[config.mk]
export PLATFORM = sky130hd
export DESIGN_NAME = sss_div_seq
export DESIGN_NICKNAME = d
export VERILOG_FILES = /design/src/rtl/sam_pkg.sv /design/src/rtl/sss_div_seq_div_step.sv /design/src/rtl/sss_div_seq.sv
export SDC_FILE = /design/constraint.sdc
export NUM_CORES = 1
export LEC_CHECK = 0
export ABC_AREA = 1
export ABC_CLOCK_PERIOD_IN_PS = 5650
export BUFFER_PORTS_ARGS = -buffer_cell sky130_fd_sc_hd__clkbuf_2
export CORE_AREA = 2 2 170 172
export DETAILED_ROUTE_END_ITERATION = 12
export DIE_AREA = 0 0 172 174
export MAX_ROUTING_LAYER = met4
export PLACE_DENSITY = 0.68
export SYNTH_ARGS = -nofsm -noshare
export SYNTH_HDL_FRONTEND = slang
export SYNTH_HIERARCHICAL = 1
export SYNTH_SLANG_ARGS = --single-unit
[constraint.sdc]
create_clock -name clk -period 5.65 [get_ports clk]
set_clock_uncertainty 0.1 [all_clocks]
set_input_delay 0.2825 -clock clk [delete_from_list [all_inputs] [get_ports clk]]
set_output_delay 0.2825 -clock clk [all_outputs]
set_load 0.05 [all_outputs]
[src/rtl/sam_pkg.sv]
// Shared definitions for the sequential shift-and-subtract divider.
//   DEF_WIDTH : default operand / quotient / remainder width
//   state_t   : divider control states
package sam_pkg;

  localparam int DEF_WIDTH = 32;

  typedef enum logic [1:0] {
    S_IDLE = 2'd0,
    S_CALC = 2'd1,
    S_SIGN = 2'd2
  } state_t;

endpackage

[src/rtl/sss_div_seq_div_step.sv]
// One radix-2 restoring division step (combinational).
//   rem      : partial remainder, always < divisor on entry
//   dvd_msb  : next dividend bit shifted into the remainder
//   divisor  : divisor magnitude (unsigned)
//   rem_next : partial remainder after the trial subtraction
//   q_bit    : quotient bit produced by this step
module div_step #(
  parameter int WIDTH = 32
) (
  input  logic [WIDTH-1:0] rem,
  input  logic             dvd_msb,
  input  logic [WIDTH-1:0] divisor,
  output logic [WIDTH-1:0] rem_next,
  output logic             q_bit
);

  logic [WIDTH:0]   rem_shift;
  logic [WIDTH-1:0] diff;

  // The shifted remainder needs one extra bit: rem < divisor <= 2^(WIDTH-1)
  // guarantees the shifted value fits in WIDTH+1 bits.
  assign rem_shift = {rem, dvd_msb};
  assign q_bit     = (rem_shift >= {1'b0, divisor});
  // When the subtraction is taken the true result is < divisor, so the
  // modulo-2^WIDTH difference is exact.
  assign diff      = rem_shift[WIDTH-1:0] - divisor;
  assign rem_next  = q_bit ? diff : rem_shift[WIDTH-1:0];

endmodule

[src/rtl/sss_div_seq.sv]
// Sequential signed restoring divider, one quotient bit per clock.
//   clk, reset   : clock, asynchronous active-high reset
//   start        : request a division (sampled only when idle)
//   A, B         : signed dividend / divisor, captured on accept
//   busy         : operation in flight, through the done cycle
//   done         : one-cycle pulse, results valid from this cycle
//   quotient     : signed quotient, truncated toward zero
//   remainder    : signed remainder, sign of dividend
//   div_by_zero  : set with done when B was zero, held with results
//
// state  | meaning
// S_IDLE | waiting for start
// S_CALC | WIDTH shift/subtract iterations on magnitudes
// S_SIGN | apply result signs (or divide-by-zero values)
module sss_div_seq
  import sam_pkg::*;
#(
  parameter int WIDTH = DEF_WIDTH
) (
  input  logic             clk,
  input  logic             reset,
  input  logic             start,
  input  logic [WIDTH-1:0] A,
  input  logic [WIDTH-1:0] B,
  output logic             busy,
  output logic             done,
  output logic [WIDTH-1:0] quotient,
  output logic [WIDTH-1:0] remainder,
  output logic             div_by_zero
);

  localparam int CW = $clog2(WIDTH + 1);

  state_t           state, state_nx;
  logic [WIDTH-1:0] dvd;
  logic [WIDTH-1:0] mag_b;
  logic [WIDTH-1:0] rem;
  logic [WIDTH-1:0] rem_nx;
  logic             q_bit;
  logic [CW-1:0]    cnt;
  logic             sign_q;
  logic             sign_r;
  logic             dbz;
  logic [WIDTH-1:0] a_mag;
  logic [WIDTH-1:0] b_mag;
  logic             b_zero;

  // Unsigned WIDTH-bit magnitudes: the most negative value maps to
  // 2^(WIDTH-1) exactly.
  assign a_mag  = A[WIDTH-1] ? (~A + WIDTH'(1)) : A;
  assign b_mag  = B[WIDTH-1] ? (~B + WIDTH'(1)) : B;
  assign b_zero = (B == '0);

  div_step #(.WIDTH(WIDTH)) u_step (
    .rem      (rem),
    .dvd_msb  (dvd[WIDTH-1]),
    .divisor  (mag_b),
    .rem_next (rem_nx),
    .q_bit    (q_bit)
  );

  always_ff @(posedge clk or posedge reset) begin
    if (reset) begin
      state <= S_IDLE;
    end else begin
      state <= state_nx;
    end
  end

  always_comb begin
    state_nx = state;
    case (state)
      S_IDLE:  if (start) state_nx = b_zero ? S_SIGN : S_CALC;
      S_CALC:  if (cnt == CW'(1)) state_nx = S_SIGN;
      S_SIGN:  state_nx = S_IDLE;
      default: state_nx = S_IDLE;
    endcase
  end

  // Datapath and registered handshake. done is registered out of S_SIGN so
  // results and the pulse appear together; busy lags the state by one cycle
  // so it spans from the cycle after accept through the done cycle.
  always_ff @(posedge clk or posedge reset) begin
    if (reset) begin
      dvd         <= '0;
      mag_b       <= '0;
      rem         <= '0;
      cnt         <= '0;
      sign_q      <= 1'b0;
      sign_r      <= 1'b0;
      dbz         <= 1'b0;
      busy        <= 1'b0;
      done        <= 1'b0;
      quotient    <= '0;
      remainder   <= '0;
      div_by_zero <= 1'b0;
    end else begin
      busy <= (state != S_IDLE);
      done <= (state == S_SIGN);
      case (state)
        S_IDLE: begin
          if (start) begin
            div_by_zero <= 1'b0;
            rem         <= '0;
            if (b_zero) begin
              // Raw dividend is kept in dvd so it can be returned as remainder.
              dvd    <= A;
              mag_b  <= '0;
              sign_q <= 1'b0;
              sign_r <= 1'b0;
              dbz    <= 1'b1;
              cnt    <= '0;
            end else begin
              dvd    <= a_mag;
              mag_b  <= b_mag;
              sign_q <= A[WIDTH-1] ^ B[WIDTH-1];
              sign_r <= A[WIDTH-1];
              dbz    <= 1'b0;
              cnt    <= CW'(WIDTH);
            end
          end
        end
        S_CALC: begin
          rem <= rem_nx;
          dvd <= {dvd[WIDTH-2:0], q_bit};
          cnt <= cnt - CW'(1);
        end
        S_SIGN: begin
          if (dbz) begin
            quotient    <= '1;
            remainder   <= dvd;
            div_by_zero <= 1'b1;
          end else begin
            quotient  <= sign_q ? (~dvd + WIDTH'(1)) : dvd;
            remainder <= sign_r ? (~rem + WIDTH'(1)) : rem;
          end
        end
        default: ;
      endcase
    end
  end

endmodule

### Word level (Yosys, flattened, before mapping)

Cells that the tools add are included.

| storage, ports and cells | value |
|---|---|
| register bits after elaboration | 174 |
| word-level logic and storage cells | 66 |
| input port bits | 67 |
| output and inout port bits | 67 |

| operators by class | value |
|---|---|
| multiplexer cells | 26 |
| $lt $le $gt $ge | 1 |
| reductions and logical operators | 9 |
| add/subtract/negate cells | 6 |
| equality and inequality tests | 6 |
| bitwise operators | 5 |

Operators by type and width:

| kind | number |
|---|---|
| $mux W32 | 11 |
| $add A32 B1 Y32 const B | 4 |
| $not A32 Y32 | 4 |
| $pmux W32 S2 | 2 |
| $ge A33 B32 Y1 | 1 |
| $logic_not A32 Y1 | 1 |
| $sub A32 B32 Y32 | 1 |
| $mux W6 | 2 |
| $pmux W6 S2 | 1 |
| $eq A6 B1 Y1 const B | 1 |
| $mux W2 | 3 |
| $ne A2 B2 Y1 const B | 3 |
| $reduce_and A2 Y1 | 3 |
| $reduce_bool A2 Y1 | 3 |
| $sub A6 B1 Y6 const B | 1 |
| $mux W1 | 5 |
| $pmux W2 S2 | 1 |
| $reduce_and A3 Y1 | 1 |
| $eq A2 B1 Y1 const B | 1 |
| $eq A2 B2 Y1 const B | 1 |
| $logic_not A2 Y1 | 1 |
| $pmux W1 S2 | 1 |
| $xor A1 B1 Y1 | 1 |

### Logic depth before layout (Yosys ltp)

| depth | value |
|---|---|
| depth in word-level cells | 6 |
| gate-level depth with buffers | 18 |
| gate-level depth less buffers | 16 |

### By module

Netlist, hierarchy kept.

Modules (own cells, without submodules):

| module | seq. area each (um2) | cells each | area an instance (um2) | times used |
|---|---|---|---|---|
| sss_div_seq | 4354.2 | 1568 | 10662.7 | 1 |
| div_step | 0.0 | 652 | 3183.1 | 1 |

### Worst setup path after synthesis

Ideal clock, no wire load.

| path | value |
|---|---|
| path kind | flip-flop to flip-flop |
| from | reg rem[2] |
| to | reg rem[25] |
| buffers on the path | 1 |
| period minus slack after synthesis | 2166 ps |
| data required time | 5428 ps |
| stages on the path, launching flop included | 16 |
| library setup time | 122 ps |
| slack | 3484 ps |
| data arrival time | 1944 ps |
| cells stage by stage | dfrtp_1 ha_1 nand2_2 inv_1 nand2_1 nand2_1 nand2_1 nand3_2 nand2_2 nand2_2 nand2_4 nand2_8 buf_12 nand3_2 nand2_1 a32o_1 |

| between the ends | value |
|---|---|
| word-level cells in the longest chain between the ends | 3 |
| elaborated cells on any way between the ends | 4 |
| classes of those cells | 1 x add/sub; 1 x order compare; 2 x mux |

RTL lines:

| what | line | RTL |
|---|---|---|
| start: declaration | sss_div_seq.sv:37 | `logic [WIDTH-1:0] rem;` |
| start signal: assignment | sss_div_seq.sv:124 | `rem <= rem_nx;` |
| $sub A32 B32 Y32 / $ge A33 B32 Y1 (equally long branches) | sss_div_seq_div_step.sv:26, sss_div_seq_div_step.sv:23 |  |
| $mux W32 * | sss_div_seq_div_step.sv:27 | `assign rem_next = q_bit ? diff : rem_shift[WIDTH-1:0];` |
| named net rem_nx[25] | sss_div_seq.sv:38 | `logic [WIDTH-1:0] rem_nx;` |
| $pmux W32 S2 * | sss_div_seq.sv:100 | `case (state)` |

The timed path passes the listed nets; every way through them passes the cells marked *.
A chain may end at the register's enable or synchronous reset.

### Final worst setup path

| path | value |
|---|---|
| from | reg state[0] |
| to | reg rem[18] |

| between the ends | value |
|---|---|
| word-level cells in the longest chain between the ends | 3 |
| elaborated cells on any way between the ends | 6 |
| classes of those cells | 2 x eq/ne; 1 x mux; 3 x reduce/logical |

RTL lines:

| what | line | RTL |
|---|---|---|
| start: declaration | sss_div_seq.sv:34 | `state_t state, state_nx;` |
| start signal: assignment | sss_div_seq.sv:66 | `state <= state_nx;` |
| $eq A2 B1 Y1 / $logic_not A2 Y1 (equally long branches) | sss_div_seq.sv:100 |  |
| $reduce_bool A2 Y1 (no source line) / $ne A2 B2 Y1 (equally long branches) | n/a |  |
| $reduce_and A2 Y1 (no source line) | n/a |  |

Several ways; a longest one is shown, not always the timed one.

==> impl_metrics.prom <==
# TYPE chip_impl_metric gauge
chip_impl_metric{name="final.period_utilization",unit="%"} 58.8
chip_impl_metric{name="finalWorstPathRequiredPeriod",unit="ns"} 3.32
chip_impl_metric{name="worst_ir_drop_vdd",unit="mV"} 0.330
chip_impl_metric{name="detailedRoute.firstPassIterationCount",unit=""} 7
chip_impl_info{name="rsz_0062_raised_after_global_routing",value="no"} 1
chip_impl_metric{name="detailroute.via_count",unit=""} 14700
chip_impl_metric{name="detailedPlace.worstSlack",unit="ns"} 2.33
chip_impl_metric{name="cts.path.max_buffers",unit=""} 2
chip_impl_metric{name="synthArstFlopShare",unit="%"} 100
chip_impl_info{name="timing.critical_path.to_type",value="register"} 1
chip_impl_metric{name="synth.distinct_cells",unit=""} 44
chip_impl_metric{name="clk_pin_slew_worst_paths",unit="ns"} 0.08
chip_impl_metric{name="die_area",unit="sq um"} 29900
chip_impl_metric{name="postLayoutSetupSlackWorst",unit="ns"} 2.33
chip_impl_info{name="tritoncts",value="done"} 1
chip_impl_metric{name="fin_tns_setup",unit="ns"} 0
chip_impl_metric{name="detail_route.drc_violations",unit=""} 0
chip_impl_metric{name="highest_clock_rate",unit="MHz"} 301
chip_impl_info{name="run_status",value="completed"} 1
chip_impl_metric{name="timing_worst_slew_pin_value",unit="ns"} 1.10
chip_impl_metric{name="die_h",unit="um"} 174
chip_impl_info{name="critical_path_class",value="reg -> reg"} 1
chip_impl_metric{name="grt_pass1_wl",unit="mm"} 72.5
chip_impl_metric{name="first_global_vias",unit=""} 13800
chip_impl_metric{name="grt_max_degree",unit=""} 72
chip_impl_metric{name="power.leakage",unit="uW"} 0.00829
chip_impl_metric{name="final_setup_fails",unit=""} 0
chip_impl_info{name="worst_setup_path_start_kind",value="register"} 1
chip_impl_metric{name="ys.warnings.count",unit=""} 6
chip_impl_info{name="layout.cells.most_common_list",value="sky130_fd_sc_hd__nand2_1 (743), sky130_fd_sc_hd__inv_1 (330), sky130_fd_sc_hd__nand3_1 (268)"} 1
chip_impl_metric{name="fin_nets",unit=""} 2417
chip_impl_metric{name="iteration_0_drc_markers",unit=""} 1390
chip_impl_metric{name="floorplan.initialDensity",unit="%"} 49.0
chip_impl_metric{name="fillers",unit=""} 2964
chip_impl_metric{name="arrival_time_worst_endpoint",unit="ns"} 3.49
chip_impl_metric{name="layout_cell_share_with_drive_strength_beyond_1",unit="%"} 9.81
chip_impl_metric{name="synth_enable_flop_cells",unit=""} 0
chip_impl_info{name="synth_top_flop_cell",value="sky130_fd_sc_hd__dfrtp_1"} 1
chip_impl_metric{name="antenna_violations_before_repair",unit=""} 0
chip_impl_metric{name="synth_sequential_area_ratio",unit="%"} 31.4
chip_impl_metric{name="cts_htree_levels",unit=""} 4
chip_impl_info{name="layout_commonest_cell",value="sky130_fd_sc_hd__nand2_1"} 1
chip_impl_metric{name="mean_instance_size_in_the_synthesized_netlist",unit="sq um"} 6.24
chip_impl_metric{name="via_per_inst",unit=""} 5.41
chip_impl_metric{name="max_fo_critical_path",unit=""} 54
chip_impl_metric{name="cts_inserted_buffers",unit=""} 17
chip_impl_metric{name="drv_cap",unit=""} 0
chip_impl_metric{name="cts_sinks",unit=""} 174
chip_impl_metric{name="timing.slew.headroom",unit="%"} 26.6
chip_impl_metric{name="postRouteWirelength",unit="mm"} 45.4
chip_impl_info{name="timing.hold.worst.class",value="in -> reg"} 1
chip_impl_metric{name="place.port_buffers",unit=""} 133
chip_impl_metric{name="grt_use_total",unit="%"} 31.7
chip_impl_metric{name="detail_route.wl_per_cell",unit="um"} 16.8
chip_impl_metric{name="powerDensity",unit="nW/um^2"} 700
chip_impl_metric{name="drtAntennaViolNets",unit=""} 0
chip_impl_metric{name="seq_cells_post_synth",unit=""} 174
chip_impl_metric{name="coreArea",unit="sq um"} 28200
chip_impl_metric{name="chipWidth",unit="um"} 172
chip_impl_metric{name="place.detailed.hpwl",unit="mm"} 35.5
chip_impl_metric{name="timing.final.hold_violations",unit=""} 0
chip_impl_metric{name="number_of_top_level_design_ports",unit=""} 134
chip_impl_metric{name="netlist_instances",unit=""} 2220
chip_impl_metric{name="antenna-diode-count",unit=""} 0
chip_impl_metric{name="overflow",unit=""} 0
chip_impl_info{name="root_buf_cell",value="sky130_fd_sc_hd__clkbuf_16"} 1
chip_impl_metric{name="finalWeightedCongestion",unit=""} 1.03
chip_impl_metric{name="cts_setup_buffers",unit=""} 0
chip_impl_metric{name="worst_ep_required_time",unit="ns"} 5.82
chip_impl_metric{name="syn2layout_area_growth",unit="%"} 10.6
chip_impl_metric{name="post_synth_instance_area",unit="sq um"} 13800
chip_impl_metric{name="fin_util",unit="%"} 54.2
chip_impl_metric{name="slew_viol_final",unit=""} 0
chip_impl_metric{name="insertion_delay",unit="ns"} 0.44
chip_impl_metric{name="synthesized_netlist_net_count",unit=""} 2326
chip_impl_metric{name="placement_rows",unit=""} 62
[synth_stat cells, types with 2 or more instances]
master | count | area (sq um)
sky130_fd_sc_hd__ha_1 | 38 | 475
sky130_fd_sc_hd__nor3_1 | 18 | 90.1
sky130_fd_sc_hd__nand3b_1 | 15 | 113
sky130_fd_sc_hd__a31oi_1 | 17 | 106
sky130_fd_sc_hd__clkbuf_1 | 41 | 154
sky130_fd_sc_hd__o221ai_1 | 6 | 52.6
sky130_fd_sc_hd__xnor2_1 | 3 | 26.3
sky130_fd_sc_hd__nor2_1 | 214 | 803
sky130_fd_sc_hd__a21oi_1 | 37 | 185
sky130_fd_sc_hd__nand3_1 | 268 | 1340
sky130_fd_sc_hd__nand4_1 | 28 | 175
sky130_fd_sc_hd__nand3_2 | 17 | 170
sky130_fd_sc_hd__nor2_2 | 7 | 43.8
sky130_fd_sc_hd__nor2_4 | 4 | 45.0
sky130_fd_sc_hd__nor3_2 | 2 | 20.0
sky130_fd_sc_hd__nand2_1 | 743 | 2790
sky130_fd_sc_hd__o21ai_0 | 104 | 521
sky130_fd_sc_hd__or2_2 | 9 | 56.3
sky130_fd_sc_hd__and2_1 | 8 | 50.1
sky130_fd_sc_hd__dfrtp_1 | 174 | 4350
sky130_fd_sc_hd__xor2_1 | 28 | 245
sky130_fd_sc_hd__nand2_2 | 5 | 31.3
sky130_fd_sc_hd__buf_6 | 5 | 56.3
sky130_fd_sc_hd__inv_2 | 5 | 18.8
sky130_fd_sc_hd__o21bai_1 | 4 | 30.0
sky130_fd_sc_hd__o211ai_1 | 16 | 120
sky130_fd_sc_hd__nor4_1 | 2 | 12.5
sky130_fd_sc_hd__buf_1 | 6 | 22.5
sky130_fd_sc_hd__inv_1 | 331 | 1240
sky130_fd_sc_hd__o22ai_1 | 6 | 37.5
sky130_fd_sc_hd__o31ai_1 | 2 | 15.0
sky130_fd_sc_hd__a22oi_1 | 31 | 233
sky130_fd_sc_hd__buf_2 | 15 | 75.1
[registers in the layout, indices dropped and copies added (netlist names)]
register / cells
dvd: 32
mag_b: 32
quotient: 32
rem: 32
remainder: 32
cnt: 6
state: 2
busy: 1
dbz: 1
div_by_zero: 1
done: 1
sign_q: 1
sign_r: 1
[final timing paths]
path                       depth (start not counted)       from  slack (ns)           end
max in group asynchronous                          4      reset        3.91     mag_b[22]
min                                                3      B[17]        0.07     mag_b[17]
min reg2reg                                        2  mag_b[20]        0.39     mag_b[20]
max reg2reg                                        6   state[0]        2.33       rem[18]
min in group asynchronous                          3      reset        0.27  quotient[26]
max                                                6   state[0]        2.33       rem[18]
[where the power goes]
part / internal (uW) / switching, uW
Sequential: 1870 / 744
Clock: 589 / 577
Combinational: 2090 / 4840
Total: 4550 / 6160
[layer usage]
| metal | vias up | track usage (%) | wire length (um) | part of all wire, % |
|---|---|---|---|---|
| met5 | - | - | 0 | 0 |
| met4 | 0 | 8.05 | 995 | 2.2 |
| met3 | 50 | 2.82 | 2680 | 5.9 |
| met2 | 478 | 48.7 | 20600 | 45 |
| met1 | 6869 | 45.3 | 21200 | 47 |
| li1 | 7254 | - | - | - |
[through the flow]
stage / cell area, sq um / hold slack (ns) / power (uW) / cells
final: 15300 / 0.0678 / 10700 / 2708
after global routing: 15300 / 0.0851 / 11600 / 2708
after CTS: 15300 / 0.0610 / 10600 / 2708
after detailed placement: 14700 / 0.191 / 9410 / 2675
after global placement: 14700 / 0.184 / 9350 / 2675
after floorplan: 13800 / 0.320 / 7570 / 2220
[cells by family after synthesis]
group | after synthesis | share of synthesized area, %
AOI/OAI and AO/OA | 226 | 9.55
DFF | 174 | 31.4
buffers and inverters | 406 | 11.6
xor gates and xnor gates | 31 | 1.96
and+or+nand+nor | 1344 | 41.8
adders and majority gates | 39 | 3.58
[critical path: stages, from the launching register on]
cell	delay, ns
sky130_fd_sc_hd__dfrtp_1	0.47
sky130_fd_sc_hd__nor2_1	0.21
sky130_fd_sc_hd__nand2_2	0.55
sky130_fd_sc_hd__inv_2	0.87
sky130_fd_sc_hd__nor2_2	0.06
sky130_fd_sc_hd__inv_1	0.68
sky130_fd_sc_hd__o21ai_0	0.21
[final cells by class]
class | count | area (sq um) | area share, %
inverters | 336 | 1270 | 8.27
multi-input cells | 1640 | 7900 | 51.6
clock inverters | 14 | 143 | 0.932
clock buffers | 18 | 429 | 2.80
flip-flops and latches | 174 | 4350 | 28.4
repair buffers | 142 | 736 | 4.81
well taps | 384 | 480 | 3.14
[what timing repair did]
action                                  in CTS  in global routing
endpoints found under the setup margin       0                  0
resized for setup                            0                  0
hold buffers                                 1                  0
endpoints found under the hold margin       35                  0
Note: power is estimated with default switching activity, not from simulation.
